File: config.mk
export PLATFORM = sky130hd
export DESIGN_NAME = ttl_priority_interrupt_controller
export DESIGN_NICKNAME = d
export VERILOG_FILES = /design/src/rtl/ttl_priority_interrupt_controller_pkg.sv /design/src/rtl/ttl_priority_interrupt_controller_74148.sv /design/src/rtl/ttl_priority_interrupt_controller.sv
export SDC_FILE = /design/constraint.sdc
export NUM_CORES = 1
export LEC_CHECK = 0
export ABC_CLOCK_PERIOD_IN_PS = 4000
export CORE_ASPECT_RATIO = 1.2
export CORE_MARGIN = 3
export CORE_UTILIZATION = 55
export CTS_BUF_LIST = sky130_fd_sc_hd__clkbuf_4
export DETAILED_ROUTE_END_ITERATION = 7
export GPL_TIMING_DRIVEN = 1
export PLACE_DENSITY = 0.95
export SLEW_MARGIN = 15
export SYNTH_ARGS = -nofsm -noshare
export SYNTH_HDL_FRONTEND = slang
export SYNTH_SLANG_ARGS = --single-unit
File: constraint.sdc
create_clock -name Clk -period 4 [get_ports Clk]
set_input_delay 1 -clock Clk [delete_from_list [all_inputs] [get_ports Clk]]
set_output_delay 1 -clock Clk [all_outputs]
set_load 0.02 [all_outputs]
File: src/rtl/ttl_priority_interrupt_controller_pkg.sv
// ============================================================================
// ttl_priority_interrupt_controller_pkg
// Shared widths, state codes and priority helpers for the 8-level PIC.
// Revision: 1.0
// ============================================================================
`default_nettype none

package ttl_priority_interrupt_controller_pkg;

  localparam int PIC_WIDTH_IN  = 8;
  localparam int PIC_WIDTH_OUT = 3;

  typedef enum logic [1:0] {
    ST_IDLE   = 2'd0,
    ST_ASSERT = 2'd1,
    ST_ACK    = 2'd2
  } pic_state_t;

  typedef struct packed {
    logic                     valid;
    logic [PIC_WIDTH_OUT-1:0] idx;
  } pic_hi_t;

  // Index of the highest set bit; valid=0 stands for "no level" (-1).
  function automatic pic_hi_t pic_highest(input logic [PIC_WIDTH_IN-1:0] v);
    pic_hi_t r;
    r = '0;
    for (int i = 0; i < PIC_WIDTH_IN; i++) begin
      if (v[i]) begin
        r.valid = 1'b1;
        r.idx   = i[PIC_WIDTH_OUT-1:0];
      end
    end
    return r;
  endfunction

  function automatic logic [PIC_WIDTH_IN-1:0] pic_onehot(input logic [PIC_WIDTH_OUT-1:0] idx);
    logic [PIC_WIDTH_IN-1:0] r;
    r      = '0;
    r[idx] = 1'b1;
    return r;
  endfunction

endpackage

`default_nettype wire

File: src/rtl/ttl_priority_interrupt_controller_74148.sv
// ============================================================================
// ttl_74148
// 8-to-3 active-low priority encoder (single device, no cascade output).
// Revision: 1.0
// ============================================================================
`default_nettype none

module ttl_74148
  import ttl_priority_interrupt_controller_pkg::*;
(
  input  logic                     i_ei_bar,
  input  logic [PIC_WIDTH_IN-1:0]  i_d_bar,
  output logic [PIC_WIDTH_OUT-1:0] o_a_bar,
  output logic                     o_gs_bar
);

  // Ascending scan so the highest active input wins.
  always_comb begin
    o_a_bar  = '1;
    o_gs_bar = 1'b1;
    if (!i_ei_bar) begin
      for (int i = 0; i < PIC_WIDTH_IN; i++) begin
        if (!i_d_bar[i]) begin
          o_a_bar  = ~i[PIC_WIDTH_OUT-1:0];
          o_gs_bar = 1'b0;
        end
      end
    end
  end

endmodule

`default_nettype wire

File: src/rtl/ttl_priority_interrupt_controller.sv
// ============================================================================
// ttl_priority_interrupt_controller
// 8-level priority interrupt controller: request latch, mask, 74148 arbiter,
// in-service nesting and CPU Int/Ack handshake. Optional macro:
// REQUEST_EDGE_TRIGGER_EN (requests pend on falling edges instead of levels).
// Revision: 1.0
// ============================================================================
`default_nettype none

module ttl_priority_interrupt_controller
  import ttl_priority_interrupt_controller_pkg::*;
#(
  parameter int DELAY_RISE = 0,
  parameter int DELAY_FALL = 0
) (
  input  logic                     Clk,
  input  logic                     Clear_bar,
  input  logic [PIC_WIDTH_IN-1:0]  Request_bar,
  input  logic                     Mask_Load,
  input  logic [PIC_WIDTH_IN-1:0]  Mask_In,
  input  logic                     Ack_bar,
  input  logic                     EOI_bar,
  output logic                     Int_bar,
  output logic [PIC_WIDTH_OUT-1:0] Y_bar,
  output logic [PIC_WIDTH_IN-1:0]  InService
);

  pic_state_t               r_state;
  pic_state_t               w_state_next;
  logic [PIC_WIDTH_IN-1:0]  r_pending;
  logic [PIC_WIDTH_IN-1:0]  r_mask;
  logic [PIC_WIDTH_IN-1:0]  r_in_service;
  logic [PIC_WIDTH_OUT-1:0] r_vec;
  logic                     r_eoi_sample;

  logic [PIC_WIDTH_IN-1:0]  w_cand;
  logic [PIC_WIDTH_OUT-1:0] w_enc_a_bar;
  logic                     w_enc_gs_bar;
  logic [PIC_WIDTH_OUT-1:0] w_h;
  logic                     w_cand_any;
  pic_hi_t                  w_s;
  logic                     w_eligible;
  logic                     w_ack_take;
  logic                     w_eoi_fall;
  logic [PIC_WIDTH_IN-1:0]  w_req_capture;
  logic [PIC_WIDTH_IN-1:0]  w_pending_next;
  logic [PIC_WIDTH_IN-1:0]  w_in_service_next;
  logic                     w_int_bar;
  logic [PIC_WIDTH_OUT-1:0] w_y_bar;

  // ---------------------------------------------------------------------
  // Request capture
  // ---------------------------------------------------------------------
`ifdef REQUEST_EDGE_TRIGGER_EN
  logic [PIC_WIDTH_IN-1:0] r_req_sample;

  always_ff @(posedge Clk or negedge Clear_bar) begin
    if (!Clear_bar) begin
      r_req_sample <= '1;
    end else begin
      r_req_sample <= Request_bar;
    end
  end

  assign w_req_capture = r_req_sample & ~Request_bar;
`else
  assign w_req_capture = ~Request_bar;
`endif

  // ---------------------------------------------------------------------
  // Arbitration
  // ---------------------------------------------------------------------
  assign w_cand = r_pending & ~r_mask;

  ttl_74148 u_enc (
    .i_ei_bar (1'b0),
    .i_d_bar  (~w_cand),
    .o_a_bar  (w_enc_a_bar),
    .o_gs_bar (w_enc_gs_bar)
  );

  assign w_h        = ~w_enc_a_bar;
  assign w_cand_any = ~w_enc_gs_bar;
  assign w_s        = pic_highest(r_in_service);
  assign w_eligible = w_cand_any && (!w_s.valid || (w_h > w_s.idx));
  assign w_eoi_fall = r_eoi_sample && !EOI_bar;

  // ---------------------------------------------------------------------
  // Handshake FSM
  // ---------------------------------------------------------------------
  always_comb begin
    w_state_next = r_state;
    w_ack_take   = 1'b0;
    w_int_bar    = 1'b1;
    w_y_bar      = '1;
    case (r_state)
      ST_IDLE: begin
        if (w_eligible) begin
          w_state_next = ST_ASSERT;
        end
      end
      ST_ASSERT: begin
        w_int_bar = 1'b0;
        if (!Ack_bar) begin
          w_state_next = ST_ACK;
          w_ack_take   = 1'b1;
        end else if (!w_eligible) begin
          w_state_next = ST_IDLE;
        end
      end
      ST_ACK: begin
        w_y_bar = ~r_vec;
        if (Ack_bar) begin
          w_state_next = ST_IDLE;
        end
      end
      default: begin
        w_state_next = ST_IDLE;
      end
    endcase
  end

  // EOI retires the pre-edge top level before an acknowledge adds the new one.
  always_comb begin
    w_in_service_next = r_in_service;
    if (w_eoi_fall && w_s.valid) begin
      w_in_service_next = w_in_service_next & ~pic_onehot(w_s.idx);
    end
    if (w_ack_take) begin
      w_in_service_next = w_in_service_next | pic_onehot(w_h);
    end
  end

  // A request still active at the ack edge re-pends its own level.
  always_comb begin
    w_pending_next = r_pending;
    if (w_ack_take) begin
      w_pending_next = w_pending_next & ~pic_onehot(w_h);
    end
    w_pending_next = w_pending_next | w_req_capture;
  end

  always_ff @(posedge Clk or negedge Clear_bar) begin
    if (!Clear_bar) begin
      r_state      <= ST_IDLE;
      r_pending    <= '0;
      r_mask       <= '1;
      r_in_service <= '0;
      r_vec        <= '0;
      r_eoi_sample <= 1'b1;
    end else begin
      r_state      <= w_state_next;
      r_pending    <= w_pending_next;
      r_in_service <= w_in_service_next;
      r_eoi_sample <= EOI_bar;
      if (Mask_Load) begin
        r_mask <= Mask_In;
      end
      if (w_ack_take) begin
        r_vec <= w_h;
      end
    end
  end

  // ---------------------------------------------------------------------
  // Outputs: rise/fall delays describe board timing only, so the
  // synthesized outputs are driven directly whatever their values.
  // ---------------------------------------------------------------------
  if (DELAY_RISE == 0 && DELAY_FALL == 0) begin : g_out_direct
    assign Int_bar   = w_int_bar;
    assign Y_bar     = w_y_bar;
    assign InService = r_in_service;
  end else begin : g_out_board_timed
    assign Int_bar   = w_int_bar;
    assign Y_bar     = w_y_bar;
    assign InService = r_in_service;
  end

endmodule

`default_nettype wire

==> impl_metrics.py, run 1 <==
metrics = {
    "die": {
        "die_h_um": 63.50,
        "dieArea_mm2": 0.003423,
        "die_width_um": 53.92,
        "num_rows": 20,
        "io_pins": 33,
        "design.core.area_mm2": 0.002577,
        "initial_utilization_pct": 58.79,
    },
    "placement": {
        "globalplace.congestion": 0.8123,
        "dpl.hpwl_um": 2624,
        "port_buffers": 32,
    },
    "global_route": {
        "antenna_found_initial": 0,
        "grt_pass1_wl_um": 5651,
        "grt-ovfl-total": 0,
        "grt_usage_pct": 22.81,
        "grt_pass1_vias": 1286,
        "grt_max_degree": 27,
    },
    "finish": {
        "drive_above_1_share_pct": 19.89,
        "diodes": 0,
        "seqCellArea_um2": 762.0,
        "areaGrowthSynthToFinish_pct": 27.25,
        "multi_input_area_um2": 723.2,
        "fin_nets": 204,
        "n_fill_cell": 185,
    },
    "power_and_ir_drop": {
        "internal_power_uw": 715.7,
        "comb_power_share_pct": 44.3,
        "leakage_nw": 0.7711,
        "switching_share_pct": 38.45,
        "switchingPower_uw": 447.1,
        "powerDensity_mw_per_mm2": 603.1,
        "p_clk_share_pct": 15.7,
        "peakVddDrop_mv": 0.3025,
        "power_frac_seq_pct": 40.1,
    },
    "logic_synthesis": {
        "async_reset_ff_share_pct": 100.0,
        "yosys.area_share.xor_xnor_pct": 0,
        "synthAdderAreaFrac_pct": 2.477,
        "yosys_warnings": 0,
        "synth-seq-cells": 30,
        "ys.flop_type": "dfrtp_1",
        "synthSimpleGateAreaFrac_pct": 22.79,
        "synth_compound_area_share_pct": 15.77,
        "synth_top_family_by_area": "simple AND/OR/NAND/NOR gates",
        "syn_inst": 142,
        "ys_seq_area_share_pct": 50.29,
        "syn-num-nets": 166,
        "muxShareOfSynthArea_pct": 6.689,
        "synth_area_per_cell_um2": 10.67,
        "netlist_area_mm2": 0.001515,
        "ys_types": 38,
        "synth_edf_count": 0,
    },
    "clocking": {
        "cts-buffers-inserted": 5,
        "clk_path_buf_depth": 2,
        "path_clk_slew_ns": 0.09,
        "hold_buffers": 0,
        "cts_max_level": 2,
        "cts_tree": "built",
        "post_cts_resized": 0,
        "insertion_delay_ns": 0.33,
        "root_buffer": "clkbuf_4",
        "clock_sinks": 30,
        "postCtsSetupBuffers": 0,
    },
    "timing": {
        "finalMaxSlewViolations": 0,
        "hold_viol_final": 0,
        "worst_slew_pin_slew_ns": 0.6115,
        "rsz0062_at_grt": "false",
        "finalCritPeriodShare_pct": 65.94,
        "period_minus_slack_ns": 2.638,
        "setup_tns_ns": 0,
        "slew_headroom_pct": 59.17,
        "whs_ns": 0.4872,
        "fmax_mhz": 379.1,
        "setup_viol": 0,
        "skew_ns": 0.008684,
    },
    "drt": {
        "drc": 0,
        "detail-route-antenna-nets": 0,
        "routedWlPerCell_um": 15.46,
        "wl_um": 3309,
        "drt-initial-drc-count": 32,
        "num_vias": 1233,
        "via_per_inst": 5.762,
        "drt_pass1_iterations": 4,
    },
    "worst_setup_path": {
        "worstPathMaxFanout": 6,
        "crit_type": "flop to output pin",
        "worstSetupStartpointType": "flop",
        "required_ns": 3.00,
        "cp_slowest_cell": "clkdlybuf4s50_1",
        "slowest_delay_ns": 0.60,
        "end_kind": "output pin",
        "cp_cell_sequence": "nor2b_1, nand2_1, clkdlybuf4s50_1",
        "arrival_ns": 1.64,
    },
    "outcome": {
        "status": "finished, final reports clean",
    },
    "flow_run": {
        "max_cap_violations": 0,
    },
    "worst_hold_path": {
        "hp-class": "flop to flop",
    },
}
## logic make-up after synthesis
| group | Yosys count |
|---|---|
| AO/OA/AOI/OAI | 33 |
| adder cells (fa/ha/maj) | 3 |
| buffers and inverters | 6 |
| flip-flops | 30 |
| multiplexers | 9 |
| AND/OR/NAND/NOR | 61 |
## registers in the layout (all words and copies together), names as in the netlist
register and flops:
r_mask 8, r_state 2, InService 8, r_pending 8, r_vec 3, r_eoi_sample 1
## layout by cell type, fill, tap and decap left out, types with 3 or more instances in the layout
cell,Yosys,layout
clkdlybuf4s50_1,0,31
dfrtp_1,21,21
nand2_1,16,16
nor2b_1,14,14
nor2_1,9,9
mux2_2,9,9
dfstp_2,9,9
nand2b_1,8,8
o21ai_0,8,8
clkbuf_4,0,8
nand3_1,4,4
a21oi_1,4,4
a41oi_1,3,3
o21bai_1,3,3
ha_1,3,3
## through the flow
step / setup slack [ns] / area (um^2) / std cells / power [mW] / utilization [%]
2_1_floorplan: 1.998 / 1515 / 142 / 0.7778 / -
5_1_grt: 1.284 / 1928 / 214 / 1.244 / 74.81
3_3_place_gp: 1.492 / 1873 / 206 / 0.9467 / 72.67
4_1_cts: 1.355 / 1933 / 214 / 1.169 / 75.00
6_report: 1.362 / 1928 / 214 / 1.163 / 74.81
3_5_place_dp: 1.366 / 1873 / 206 / 0.9814 / 72.67
## power groups by stage
stage	combinational, mW	sequential [mW]	clock (mW)
after CTS	0.517	0.463	0.188
after detailed placement	0.513	0.469	0
after global routing	0.566	0.478	0.200
final	0.515	0.466	0.182
after floorplan	0.298	0.480	0
after global placement	0.488	0.459	0
## worst max-delay path, delay by kind of cell, from the launching register on
kind	cells	cell delay, ns
AND/OR/NAND/NOR	2	0.25
flip-flops	1	0.46
buffers and inverters	1	0.60
## area by class of cell
| cell class | instances | area share (%) |
|---|---|---|
| Clock buffer | 8 | 3.115 |
| Inverter | 3 | 0.5840 |
| Multi-Input combinational cell | 106 | 37.51 |
| Sequential cell | 30 | 39.52 |
| Tap cell | 33 | 2.141 |
| Timing Repair Buffer | 34 | 17.13 |
## routing by layer
metal	routed length, um	up-vias	track usage, %
met5	0	-	0
met4	81	0	10.54
met3	173	9	6.856
met2	1743	34	37.73
met1	1311	605	25.90
li1	-	585	-
## cell usage after synthesis, types with 2 or more instances
cell	count	share of area, %
inv_1	2	0.50
nor2_1	9	2.2
a21oi_1	4	1.3
nand2b_1	8	3.3
nand2_1	16	4.0
nor3_1	2	0.66
o21ai_0	8	2.6
nand3_1	4	1.3
dfrtp_1	21	35
ha_1	3	2.5
a41oi_1	3	1.7
o21bai_1	3	1.5
o31ai_1	2	0.99
dfstp_2	9	16
nor2b_1	14	5.8
mux2_2	9	6.7
clkbuf_1	2	0.50
a31oi_1	2	0.83
o41ai_1	2	1.2
## worst paths after layout
| path | from | to | slack, ns | depth (start not counted) |
|---|---|---|---|---|
| setup / recovery | r_state[1] | Y_bar[2] | 1.36 | 3 |
| hold / removal | r_pending[5] | r_pending[5] | 0.49 | 2 |
| setup reg to reg | r_mask[2] | r_state[0] | 1.72 | 9 |
| hold reg to reg | r_pending[5] | r_pending[5] | 0.49 | 2 |
| max in group asynchronous | Clear_bar | r_mask[3] | 2.76 | 2 |
| min in group asynchronous | Clear_bar | r_pending[5] | 0.66 | 1 |
(Power assumes the default switching activity.)
==> run 2, diff against run 1 <==
--- a/config.mk
+++ b/config.mk
@@ -5,14 +5,14 @@
 export SDC_FILE = /design/constraint.sdc
 export NUM_CORES = 1
 export LEC_CHECK = 0
-export ABC_CLOCK_PERIOD_IN_PS = 4000
+export ABC_CLOCK_PERIOD_IN_PS = 2700
 export CORE_ASPECT_RATIO = 1.2
 export CORE_MARGIN = 3
-export CORE_UTILIZATION = 55
+export CORE_UTILIZATION = 52
 export CTS_BUF_LIST = sky130_fd_sc_hd__clkbuf_4
 export DETAILED_ROUTE_END_ITERATION = 7
 export GPL_TIMING_DRIVEN = 1
-export PLACE_DENSITY = 0.95
+export PLACE_DENSITY = 0.94
 export SLEW_MARGIN = 15
 export SYNTH_ARGS = -nofsm -noshare
 export SYNTH_HDL_FRONTEND = slang
==> constraint.sdc (replaced) <==
create_clock -name Clk -period 2.7 [get_ports Clk]
set_input_delay 0.675 -clock Clk [delete_from_list [all_inputs] [get_ports Clk]]
set_output_delay 0.675 -clock Clk [all_outputs]
set_load 0.02 [all_outputs]
==> impl_metrics.py, run 2 (synthesis results as in run 1) <==
metrics = {
    "outcome": {
        "status": "finished, final reports clean",
    },
    "global_route": {
        "grt_usage_pct": 20.80,
        "grt_pass1_wl_um": 5816,
        "grt-ovfl-total": 0,
        "grt_max_degree": 31,
        "antenna_found_initial": 0,
        "grt_pass1_vias": 1276,
    },
    "finish": {
        "drive_above_1_share_pct": 18.78,
        "final_util_pct": 72.64,
        "final_cell_mix": "clkdlybuf4s50_1 (32), dfrtp_1 (21), nand2_1 (16)",
        "fin_nets": 204,
        "final_common_cell": "clkdlybuf4s50_1",
        "diodes": 0,
        "areaGrowthSynthToFinish_pct": 27.17,
        "stdcell_count": 214,
    },
    "worst_hold_path": {
        "hp-class": "flop to flop",
    },
    "drt": {
        "wl_um": 3331,
        "via_per_inst": 5.822,
        "drt_pass1_iterations": 4,
        "drc": 0,
        "num_vias": 1246,
        "detail-route-antenna-nets": 0,
        "routedWlPerCell_um": 15.57,
        "drt-initial-drc-count": 33,
    },
    "clocking": {
        "root_buffer": "clkbuf_4",
        "insertion_delay_ns": 0.34,
        "cts_max_level": 2,
        "cts-buffers-inserted": 5,
        "postCtsSetupBuffers": 0,
        "clk_path_buf_depth": 2,
        "path_clk_slew_ns": 0.10,
        "clock_sinks": 30,
        "post_cts_resized": 0,
        "hold_buffers": 0,
        "cts_tree": "built",
    },
    "timing": {
        "worst_slew_pin_slew_ns": 0.5403,
        "setup_tns_ns": 0,
        "fmax_mhz": 435.2,
        "finalCritPeriodShare_pct": 85.11,
        "finalMaxSlewViolations": 0,
        "setup_viol": 0,
        "skew_ns": 0.01431,
        "slew_headroom_pct": 63.82,
        "rsz0062_at_grt": "false",
        "period_minus_slack_ns": 2.298,
        "hold_viol_final": 0,
    },
    "die": {
        "die_width_um": 55.28,
        "initial_utilization_pct": 57.12,
        "io_pins": 33,
        "dieArea_mm2": 0.003600,
        "design.core.area_mm2": 0.002653,
        "num_rows": 20,
        "die_h_um": 65.13,
    },
    "placement": {
        "globalplace.congestion": 0.8258,
        "dpl.hpwl_um": 2660,
        "place_inst": 206,
        "port_buffers": 32,
    },
    "worst_setup_path": {
        "crit_type": "flop to output pin",
        "slowest_delay_ns": 0.60,
        "required_ns": 2.03,
        "cp_cell_sequence": "nor2b_1, nand2_1, clkdlybuf4s50_1",
        "end_kind": "output pin",
        "worstSetupStartpointType": "flop",
        "arrival_ns": 1.62,
        "cp_slowest_cell": "clkdlybuf4s50_1",
        "worstPathMaxFanout": 6,
    },
    "flow_run": {
        "max_cap_violations": 0,
    },
    "power_and_ir_drop": {
        "peakVddDrop_mv": 0.5275,
        "finalPower_mw": 1.705,
        "powerDensity_mw_per_mm2": 884.9,
        "leakage_nw": 0.7672,
    },
}
## run 2: cell types whose count changed in the layout (fill, tap and decap cells not counted), sizes merged
cell / change
buf: -1
clkbuf: -2
clkdlybuf4s50: +1
clkinv: +2
## run 2: path summary, 6_finish.rpt
check	from	cells after the start	slack, ns	end
min	r_pending[5]	2	0.49	r_pending[5]
min in group asynchronous	Clear_bar	2	0.71	r_pending[4]
max reg2reg	r_mask[2]	8	0.58	r_state[0]
max in group asynchronous	Clear_bar	2	1.66	r_mask[6]
max	r_state[1]	3	0.40	Y_bar[0]
min reg2reg	r_pending[5]	2	0.49	r_pending[5]
## run 2: cell type report
cell class                      count  area [um^2]
Sequential cell                    30        762.0
Fill cell                         216        725.7
Multi-Input combinational cell    106        723.2
Timing Repair Buffer               34        335.3
Clock buffer                        6        45.04
Tap cell                           33        41.29
Inverter                            3        11.26
Clock inverter                      2        8.758
## run 2: metal layers
| metal | share of wire [%] | wire [um] | global-route usage, % |
|---|---|---|---|
| met1 | 38 | 1260 | 23.49 |
| met2 | 54 | 1798 | 37.28 |
| met3 | 6.3 | 211 | 5.305 |
| met4 | 1.8 | 61 | 8.511 |
| met5 | 0 | 0 | 0 |
## run 2: power by group
group | switching [mW] | internal [mW] | total [mW]
logic | 0.385 | 0.369 | 0.754
clock network | 0.155 | 0.108 | 0.262
registers | 0.129 | 0.560 | 0.689
## run 2: worst max-delay path, delay by kind of cell (launching register included)
kind          cells  cell delay (ns)
buf+inv           1             0.60
flops             1             0.44
simple gates      2             0.25
## run 2: stage by stage
step	area (um^2)	worst slack (ns)	hold WS [ns]
floorplan	1515	0.6978	0.3794
global placement	1873	0.5275	0.4612
detailed placement	1873	0.4835	0.4689
CTS	1927	0.3848	0.4938
global route	1927	0.2838	0.5259
finish	1927	0.4021	0.4909
